<file path="src/rtl/bcd_pkg.sv">
// bcd_pkg: shared definitions for the sequential binary-to-BCD converter.
//   - estado_t: FSM states (IDLE, CONV, FIN)
//   - ANCHO_BIN, NUM_DIG, MAX_VAL, DIG_SAT: default sizing and saturation constants
//   - ANCHO_REG, ANCHO_CNT: derived widths of the shift register and bit counter
package bcd_pkg;

    localparam int          ANCHO_BIN = 14;
    localparam int          NUM_DIG   = 4;
    localparam int          MAX_VAL   = 9999;
    localparam logic [3:0]  DIG_SAT   = 4'd9;

    // Combined {BCD, binary} register and a counter wide enough to hold ANCHO_BIN.
    localparam int          ANCHO_REG = 4 * NUM_DIG + ANCHO_BIN;
    localparam int          ANCHO_CNT = $clog2(ANCHO_BIN + 1);

    typedef enum logic [1:0] {
        IDLE,
        CONV,
        FIN
    } estado_t;

endpackage

</file>
<file path="src/rtl/bin_to_bcd_seq_if.sv">
// bin_to_bcd_seq_if: request/result bundle between a producer and the converter.
//   valido, dato_bin            : request strobe and binary value (producer -> converter)
//   ocupado, listo              : busy flag and one-cycle result pulse (converter -> producer)
//   desbordamiento              : value exceeded the display range, shown as 9999
//   *_output                    : the four BCD digits, valid while listo is high and held after
//   master modport: producer side; slave modport: converter side.
interface bin_to_bcd_seq_if #(
    parameter int ANCHO_BIN = 14
);
    logic                 valido;
    logic [ANCHO_BIN-1:0] dato_bin;
    logic                 ocupado;
    logic                 listo;
    logic                 desbordamiento;
    logic [3:0]           unidades_output;
    logic [3:0]           decenas_output;
    logic [3:0]           centenas_output;
    logic [3:0]           milesimas_output;

    modport master (
        output valido, dato_bin,
        input  ocupado, listo, desbordamiento,
        input  unidades_output, decenas_output, centenas_output, milesimas_output
    );

    modport slave (
        input  valido, dato_bin,
        output ocupado, listo, desbordamiento,
        output unidades_output, decenas_output, centenas_output, milesimas_output
    );

endinterface

</file>
<file path="src/rtl/bcd_ajuste3.sv">
// bcd_ajuste3: combinational add-3 correction of one BCD nibble used by double dabble.
//   entrada : current nibble
//   salida  : entrada + 3 when entrada >= 5, otherwise entrada unchanged
module bcd_ajuste3 (
    input  logic [3:0] entrada,
    output logic [3:0] salida
);

    // Adding 3 before the shift makes a nibble >= 5 carry into the next digit after doubling.
    assign salida = (entrada >= 4'd5) ? (entrada + 4'd3) : entrada;

endmodule

</file>
<file path="src/rtl/bin_to_bcd_seq.sv">
// bin_to_bcd_seq: sequential binary-to-BCD converter (shift-add-3), one input bit per clock.
//   clk  : system clock
//   rst  : asynchronous active-high reset
//   bus  : slave side of bin_to_bcd_seq_if (request in, BCD digits / listo / ocupado out)
// A request accepted in IDLE produces listo 15 cycles later for ANCHO_BIN = 14; values above
// MAX_VAL are reported as 9999 with desbordamiento set instead of wrapping into a 5th digit.
module bin_to_bcd_seq #(
    parameter int ANCHO_BIN = bcd_pkg::ANCHO_BIN,
    parameter int NUM_DIG   = bcd_pkg::NUM_DIG,
    parameter int MAX_VAL   = bcd_pkg::MAX_VAL
) (
    input  logic             clk,
    input  logic             rst,
    bin_to_bcd_seq_if.slave  bus
);
    import bcd_pkg::estado_t;
    import bcd_pkg::IDLE;
    import bcd_pkg::CONV;
    import bcd_pkg::FIN;
    import bcd_pkg::DIG_SAT;

    localparam int ANCHO_REG = 4 * NUM_DIG + ANCHO_BIN;
    localparam int ANCHO_CNT = $clog2(ANCHO_BIN + 1);

    estado_t                estado;
    estado_t                estado_sig;
    logic [ANCHO_REG-1:0]   registro;
    logic [ANCHO_REG-1:0]   registro_ajustado;
    logic [ANCHO_REG-1:0]   registro_desp;
    logic [4*NUM_DIG-1:0]   bcd_ajustado;
    logic [ANCHO_CNT-1:0]   contador;
    logic                   saturado;
    logic                   ultimo_bit;

    logic [3:0]             unidades_q;
    logic [3:0]             decenas_q;
    logic [3:0]             centenas_q;
    logic [3:0]             milesimas_q;
    logic                   desbordamiento_q;

    // One add-3 corrector per BCD nibble of the upper register field.
    for (genvar g = 0; g < NUM_DIG; g++) begin : g_ajuste
        bcd_ajuste3 u_ajuste3 (
            .entrada (registro[ANCHO_BIN + 4*g +: 4]),
            .salida  (bcd_ajustado[4*g +: 4])
        );
    end

    assign registro_ajustado = {bcd_ajustado, registro[ANCHO_BIN-1:0]};
    assign registro_desp     = registro_ajustado << 1;
    assign ultimo_bit        = (contador == ANCHO_CNT'(1));

    // State register.
    always_ff @(posedge clk or posedge rst) begin
        if (rst) begin
            estado <= IDLE;
        end else begin
            estado <= estado_sig;
        end
    end

    // Next-state logic: FIN always lasts exactly one cycle, so a request held high
    // through FIN is only taken on the IDLE cycle that follows.
    always_comb begin
        estado_sig = estado;
        case (estado)
            IDLE:    if (bus.valido) estado_sig = CONV;
            CONV:    if (ultimo_bit) estado_sig = FIN;
            FIN:     estado_sig = IDLE;
            default: estado_sig = IDLE;
        endcase
    end

    // Datapath. The digit registers are loaded on the edge that enters FIN, straight from
    // the final shifted value, so they are already valid during the listo cycle.
    always_ff @(posedge clk or posedge rst) begin
        if (rst) begin
            registro         <= '0;
            contador         <= '0;
            saturado         <= 1'b0;
            unidades_q       <= '0;
            decenas_q        <= '0;
            centenas_q       <= '0;
            milesimas_q      <= '0;
            desbordamiento_q <= 1'b0;
        end else begin
            case (estado)
                IDLE: begin
                    if (bus.valido) begin
                        registro <= ANCHO_REG'(bus.dato_bin);
                        contador <= ANCHO_CNT'(ANCHO_BIN);
                        saturado <= (int'(bus.dato_bin) > MAX_VAL);
                    end
                end
                CONV: begin
                    registro <= registro_desp;
                    contador <= contador - ANCHO_CNT'(1);
                    if (ultimo_bit) begin
                        desbordamiento_q <= saturado;
                        if (saturado) begin
                            milesimas_q <= DIG_SAT;
                            centenas_q  <= DIG_SAT;
                            decenas_q   <= DIG_SAT;
                            unidades_q  <= DIG_SAT;
                        end else begin
                            milesimas_q <= registro_desp[ANCHO_BIN + 12 +: 4];
                            centenas_q  <= registro_desp[ANCHO_BIN + 8  +: 4];
                            decenas_q   <= registro_desp[ANCHO_BIN + 4  +: 4];
                            unidades_q  <= registro_desp[ANCHO_BIN      +: 4];
                        end
                    end
                end
                default: begin
                end
            endcase
        end
    end

    assign bus.ocupado          = (estado != IDLE);
    assign bus.listo            = (estado == FIN);
    assign bus.desbordamiento   = desbordamiento_q;
    assign bus.unidades_output  = unidades_q;
    assign bus.decenas_output   = decenas_q;
    assign bus.centenas_output  = centenas_q;
    assign bus.milesimas_output = milesimas_q;

endmodule

</file>
<file path="src/flat_wrapper.sv">
// flat-port wrapper written by rule: the top's interface ports become plain ports
module bin_to_bcd_seq_flat import bcd_pkg::estado_t; import bcd_pkg::IDLE; import bcd_pkg::CONV; import bcd_pkg::FIN; import bcd_pkg::DIG_SAT;
#(
    parameter int ANCHO_BIN = bcd_pkg::ANCHO_BIN,
    parameter int NUM_DIG   = bcd_pkg::NUM_DIG,
    parameter int MAX_VAL   = bcd_pkg::MAX_VAL
)
  (clk, rst, bus_valido, bus_dato_bin, bus_ocupado, bus_listo, bus_desbordamiento, bus_unidades_output, bus_decenas_output, bus_centenas_output, bus_milesimas_output);
  bin_to_bcd_seq_if #(.ANCHO_BIN(ANCHO_BIN)) bus_i ();
  input  logic clk;
  input  logic rst;
  input wire logic [$bits(bus_i.valido)-1:0] bus_valido;
  input wire logic [$bits(bus_i.dato_bin)-1:0] bus_dato_bin;
  output wire logic [$bits(bus_i.ocupado)-1:0] bus_ocupado;
  output wire logic [$bits(bus_i.listo)-1:0] bus_listo;
  output wire logic [$bits(bus_i.desbordamiento)-1:0] bus_desbordamiento;
  output wire logic [$bits(bus_i.unidades_output)-1:0] bus_unidades_output;
  output wire logic [$bits(bus_i.decenas_output)-1:0] bus_decenas_output;
  output wire logic [$bits(bus_i.centenas_output)-1:0] bus_centenas_output;
  output wire logic [$bits(bus_i.milesimas_output)-1:0] bus_milesimas_output;
  assign bus_i.valido = bus_valido;
  assign bus_i.dato_bin = bus_dato_bin;
  assign bus_ocupado = bus_i.ocupado;
  assign bus_listo = bus_i.listo;
  assign bus_desbordamiento = bus_i.desbordamiento;
  assign bus_unidades_output = bus_i.unidades_output;
  assign bus_decenas_output = bus_i.decenas_output;
  assign bus_centenas_output = bus_i.centenas_output;
  assign bus_milesimas_output = bus_i.milesimas_output;
  bin_to_bcd_seq #(.ANCHO_BIN(ANCHO_BIN), .NUM_DIG(NUM_DIG), .MAX_VAL(MAX_VAL)) u_core (.clk(clk), .rst(rst), .bus(bus_i));
endmodule
</file>
<file path="config.mk">
export PLATFORM = sky130hd
export DESIGN_NAME = bin_to_bcd_seq_flat
export DESIGN_NICKNAME = d
export VERILOG_FILES = /design/src/rtl/bcd_pkg.sv /design/src/rtl/bin_to_bcd_seq_if.sv /design/src/rtl/bcd_ajuste3.sv /design/src/rtl/bin_to_bcd_seq.sv /design/src/flat_wrapper.sv
export SDC_FILE = /design/constraint.sdc
export NUM_CORES = 1
export LEC_CHECK = 0
export CORE_ASPECT_RATIO = 0.6
export CORE_MARGIN = 5
export CORE_UTILIZATION = 50
export CTS_CLUSTER_DIAMETER = 100
export DETAILED_ROUTE_END_ITERATION = 7
export PLACE_DENSITY = 0.76
export SETUP_SLACK_MARGIN = 0.3
export SLEW_MARGIN = 20
export SYNTH_ARGS = -nofsm -noshare
export SYNTH_HDL_FRONTEND = slang
export SYNTH_HIERARCHICAL = 1
export SYNTH_SLANG_ARGS = --single-unit
</file>
<file path="constraint.sdc">
create_clock -name clk -period 1.6 [get_ports clk]
set_clock_uncertainty 0.05 [all_clocks]
set_input_delay 0.32 -clock clk [delete_from_list [all_inputs] [get_ports clk]]
set_output_delay 0.32 -clock clk [all_outputs]
set_load 0.005 [all_outputs]
</file>
==> out/results.tsv, run 1 <==
metric	value	unit
clk_path_buf_depth	2	
min_period	1770	ps
dr_total_vias	3030	
firstDrtPassIters	7	
antenna_found_initial	0	
coreArea	5180	um2
grt_usage	26.0	%
worstSetupPathType	reg -> reg	
endpoint_kind	register	
worst_slack	-171	ps
drive_above_1_share	59.6	%
final_common_cell	dfrtp_1	
met1_usage	33.7	%
final_cell_mix	dfrtp_1, nand2_1, buf_4	
total_power	10900	uW
fillers	163	
routed_wl	12.1	mm
worstPathRequired	1770	ps
grt-busiest-layer	met2	
hpwl	4.36	mm
hold_viol	0	
area_delta_synth_final	73.2	%
antenna_cells	0	
cp_data_arrival_time	1940	ps
gp_congestion	0.789	
grt_pass1_vias	2798	
vias_per_cell	6.29	
nets	442	
hp-class	in -> async	
netlist_instances	305	
initial_core_util	53.0	%
ir_worst_vdd	1.15	mV
port_buffers	35	
hold_buffers	0	
htree_levels	2	
die_x	106	um
die_height	67.4	um
tightest_slew	667	ps
synth_nets	332	
crit_fanout	2	
clkLatencyLatePin	320	ps
final-setup-viol-count	43	
cp-start-kind	register	
numCtsBuffers	5	
max_freq	565	MHz
route.detailed.wl_per_inst	25.2	um
relSlewSlack	55.6	%
place_ws	-167	ps
ctsRootBufferMaster	clkbuf_8	
grt_max_degree	55	
drc_errors	0	
grt_pass1_wl	14.4	mm
globalRouteOverflowTotal	0	
leakage	0.00226	uW
max-cap-violations	0	
boundaryPins	36	
grtUsageMet3	5.35	%
drt_iter0_drc	317	
timing.hold.ws	364	ps
syn_area	2750	um2
use_met2	45.3	%
ys_warn_count	6	
avgSynthCellArea	9.01	um2
rows	20	
maxSlewViolCount	0	
finalCritPeriodShare	111	%
place_area	3550	um2
ant_nets	0	
fin_setup_tns	-2380	ps
p_per_area	2290	nW/um2
violations	setup timing	
clk_pin_slew	110	ps
rsz0062_at_grt	yes	
clock_sinks	54	
stdcell_area	4760	um2
cts_tree	done	
dieArea	7130	um2
status	finished, violations left	
-- power by group --
part | internal [uW] | switching, uW | leakage, uW
Clock | 350 | 484 | 0.0000472
Combinational | 3590 | 3710 | 0.00154
Sequential | 1990 | 794 | 0.000671
-- metrics by stage --
step                      std cells  utilization [%]
final                           482             91.9
after global routing            482             91.9
after CTS                       460             82.4
after detailed placement        421             68.5
after global placement          421             68.5
after floorplan                 305                -
-- worst max-delay path, stage by stage (launching register included) --
cell	delay (ps)
dfrtp_1	400
buf_4	130
buf_4	130
o21ai_0	330
nand2_1	140
o21ai_1	160
nor2_1	60
a31oi_1	270
-- sequential cells by signal, summed over array words and instances (netlist names) --
name / cells
u_core/bus.centenas_output: 4
u_core/bus.decenas_output: 4
u_core/bus.desbordamiento: 1
u_core/bus.milesimas_output: 4
u_core/bus.unidades_output: 4
u_core/contador: 4
u_core/estado: 2
u_core/registro: 30
u_core/saturado: 1
-- layout make-up --
type	count	area [um2]	area share [%]
Multi-Input combinational cell	224	1970	41.4
Sequential cell	54	1350	28.4
Timing Repair Buffer	118	1210	25.4
Clock buffer	6	82.6	1.74
Tap cell	66	82.6	1.74
Inverter	12	48.8	1.03
Clock inverter	2	12.5	0.263
-- what timing repair did --
item | 4_1_cts | 5_1_grt
resized for setup | 113 | 114
pin swaps | 17 | 47
setup endpoints to repair | 72 | 73
setup buffers | 22 | 21
cloned | 9 | 1
-- final timing paths --
path | start | endpoint | slack [ps] | cells after the start
max in group asynchronous | rst | u_core/registro[14] | 890 | 3
min | rst | u_core/bus.decenas_output[0] | 360 | 3
max reg2reg | u_core/registro[23] | u_core/bus.milesimas_output[0] | -170 | 7
max | u_core/registro[23] | u_core/bus.milesimas_output[0] | -170 | 7
min reg2reg | u_core/bus.decenas_output[2] | u_core/bus.decenas_output[2] | 470 | 1
min in group clk | u_core/bus.decenas_output[2] | u_core/bus.decenas_output[2] | 470 | 1
-- per-layer routing --
metal,up-vias,share of wire [%]
met2,227,46
met3,51,11
met4,0,4.0
met5,-,0
met1,1513,39
li1,1239,-
Power figures use the tool's default switching activity.
==> run 2: changes to the inputs <==
--- a/config.mk
+++ b/config.mk
@@ -5,12 +5,13 @@
 export SDC_FILE = /design/constraint.sdc
 export NUM_CORES = 1
 export LEC_CHECK = 0
-export CORE_ASPECT_RATIO = 0.6
+export CORE_ASPECT_RATIO = 1.4
 export CORE_MARGIN = 5
-export CORE_UTILIZATION = 50
+export CORE_UTILIZATION = 45
 export CTS_CLUSTER_DIAMETER = 100
 export DETAILED_ROUTE_END_ITERATION = 7
-export PLACE_DENSITY = 0.76
+export GPL_ROUTABILITY_DRIVEN = 0
+export PLACE_DENSITY = 0.7
 export SETUP_SLACK_MARGIN = 0.3
 export SLEW_MARGIN = 20
 export SYNTH_ARGS = -nofsm -noshare
==> out/results.tsv, run 2 (synthesized netlist as in run 1, its figures left out) <==
metric	value	unit
finalCritPeriodShare	108	%
place_ws	-195	ps
endpoint_kind	register	
globalRouteOverflowTotal	0	
grt-busiest-layer	met2	
fin_setup_tns	-2610	ps
boundaryPins	36	
area_delta_synth_final	71.9	%
rows	33	
max_freq	580	MHz
crit_fanout	3	
antenna_cells	0	
htree_levels	2	
cp-start-kind	register	
critical_path.max_stage_delay	390	ps
grt_usage	21.2	%
worst_slack	-125	ps
grt_pass1_vias	2655	
drt_iter0_drc	192	
ir_worst_vdd	0.996	mV
initial_core_util	46.5	%
maxSlewViolCount	0	
clk_pin_slew	100	ps
leakage	0.00219	uW
hpwl	3.99	mm
cp-startpoint	u_core/registro[15]	
clkLatencyLatePin	320	ps
slowest_stage	dfrtp_1	
hold_viol	0	
worstSetupPathType	reg -> reg	
die_x	76.0	um
die_height	102	um
firstDrtPassIters	4	
worstPathRequired	1760	ps
worst-path-buf-inv	1	
dr_total_vias	2758	
use_met2	37.5	%
antenna_found_initial	0	
clock_sinks	54	
rsz0062_at_grt	yes	
hold_buffers	0	
grt_pass1_wl	13.2	mm
min_period	1720	ps
drc_errors	0	
violations	setup timing	
final_common_cell	nand2_1	
numCtsBuffers	5	
nets	429	
p_per_area	2300	nW/um2
tightest_slew	709	ps
met1_usage	25.5	%
ant_nets	0	
clk_path_buf_depth	2	
cp_data_arrival_time	1880	ps
final-setup-viol-count	47	
grt_max_degree	55	
max-cap-violations	0	
multi_input_area	1950	um2
cts_tree	done	
relSlewSlack	52.8	%
grtUsageMet3	3.97	%
hp-class	in -> async	
crit_family	multiplexers	
coreArea	5900	um2
route.detailed.wl_per_inst	22.2	um
path_cells	inv_2 > ha_2 > nand2b_4 > a21oi_4 > mux2i_1 > nor2b_1 > mux2_2	
drive_above_1_share	54.3	%
r2r_start	u_core/registro[15]	
largest-register	u_core/registro	
ctsRootBufferMaster	clkbuf_8	
vias_per_cell	5.83	
final_cell_mix	nand2_1, dfrtp_1, buf_4	
fillers	316	
largest_reg_flops	30	
dieArea	7790	um2
status	finished, violations left	
routed_wl	10.5	mm
port_buffers	35	
regArea	1350	um2
==> run 2: routing by layer <==
layer / part of all wire, % / up-vias
li1: - / 1214
met1: 38 / 1381
met2: 53 / 124
met3: 5.0 / 39
met4: 3.7 / 0
met5: 0 / -
==> run 2: power by group <==
part,internal (uW),switching (uW)
clock network,668,500
logic,3550,3420
registers,1990,752
==> run 2: worst paths after layout <==
kind	endpoint	slack [ps]	depth (start not counted)
max in group asynchronous	u_core/estado[0]	880	3
worst min register to register	u_core/bus.centenas_output[1]	470	1
worst max-delay path	u_core/bus.unidades_output[2]	-120	7
min in group clk	u_core/bus.centenas_output[1]	470	1
worst min-delay path	u_core/registro[0]	350	3
worst max register to register	u_core/bus.unidades_output[2]	-120	7
==> run 2: tightest hold or removal path, delay by kind of cell <==
kind / cells / cell delay, ps
buffers and inverters: 3 / 810
==> run 2: cell type report <==
class | count | share of cell area [%]
Clock buffer | 6 | 1.75
Sequential cell | 54 | 28.7
Timing Repair Buffer | 105 | 24.2
Multi-Input combinational cell | 224 | 41.2
Tap cell | 70 | 1.85
Inverter | 12 | 1.03
Clock inverter | 2 | 1.27
==> run 2: timing repair <==
action,in CTS,in global routing
setup buffers,24,15
cloned,6,7
pin swaps,19,36
endpoints found under the setup margin,71,69
resized for setup,123,67
==> run 2: metrics by stage <==
stage / hold slack, ps / power (uW) / cell area (um2) / utilization, % / std cells
after floorplan: 338 / 5220 / 2970 / - / 305
after global placement: 419 / 6330 / 3470 / 58.8 / 413
after detailed placement: 432 / 6440 / 3470 / 58.8 / 413
after CTS: 375 / 9190 / 4240 / 71.9 / 451
after global routing: 374 / 11400 / 4720 / 80.0 / 473
final: 350 / 10900 / 4720 / 80.0 / 473
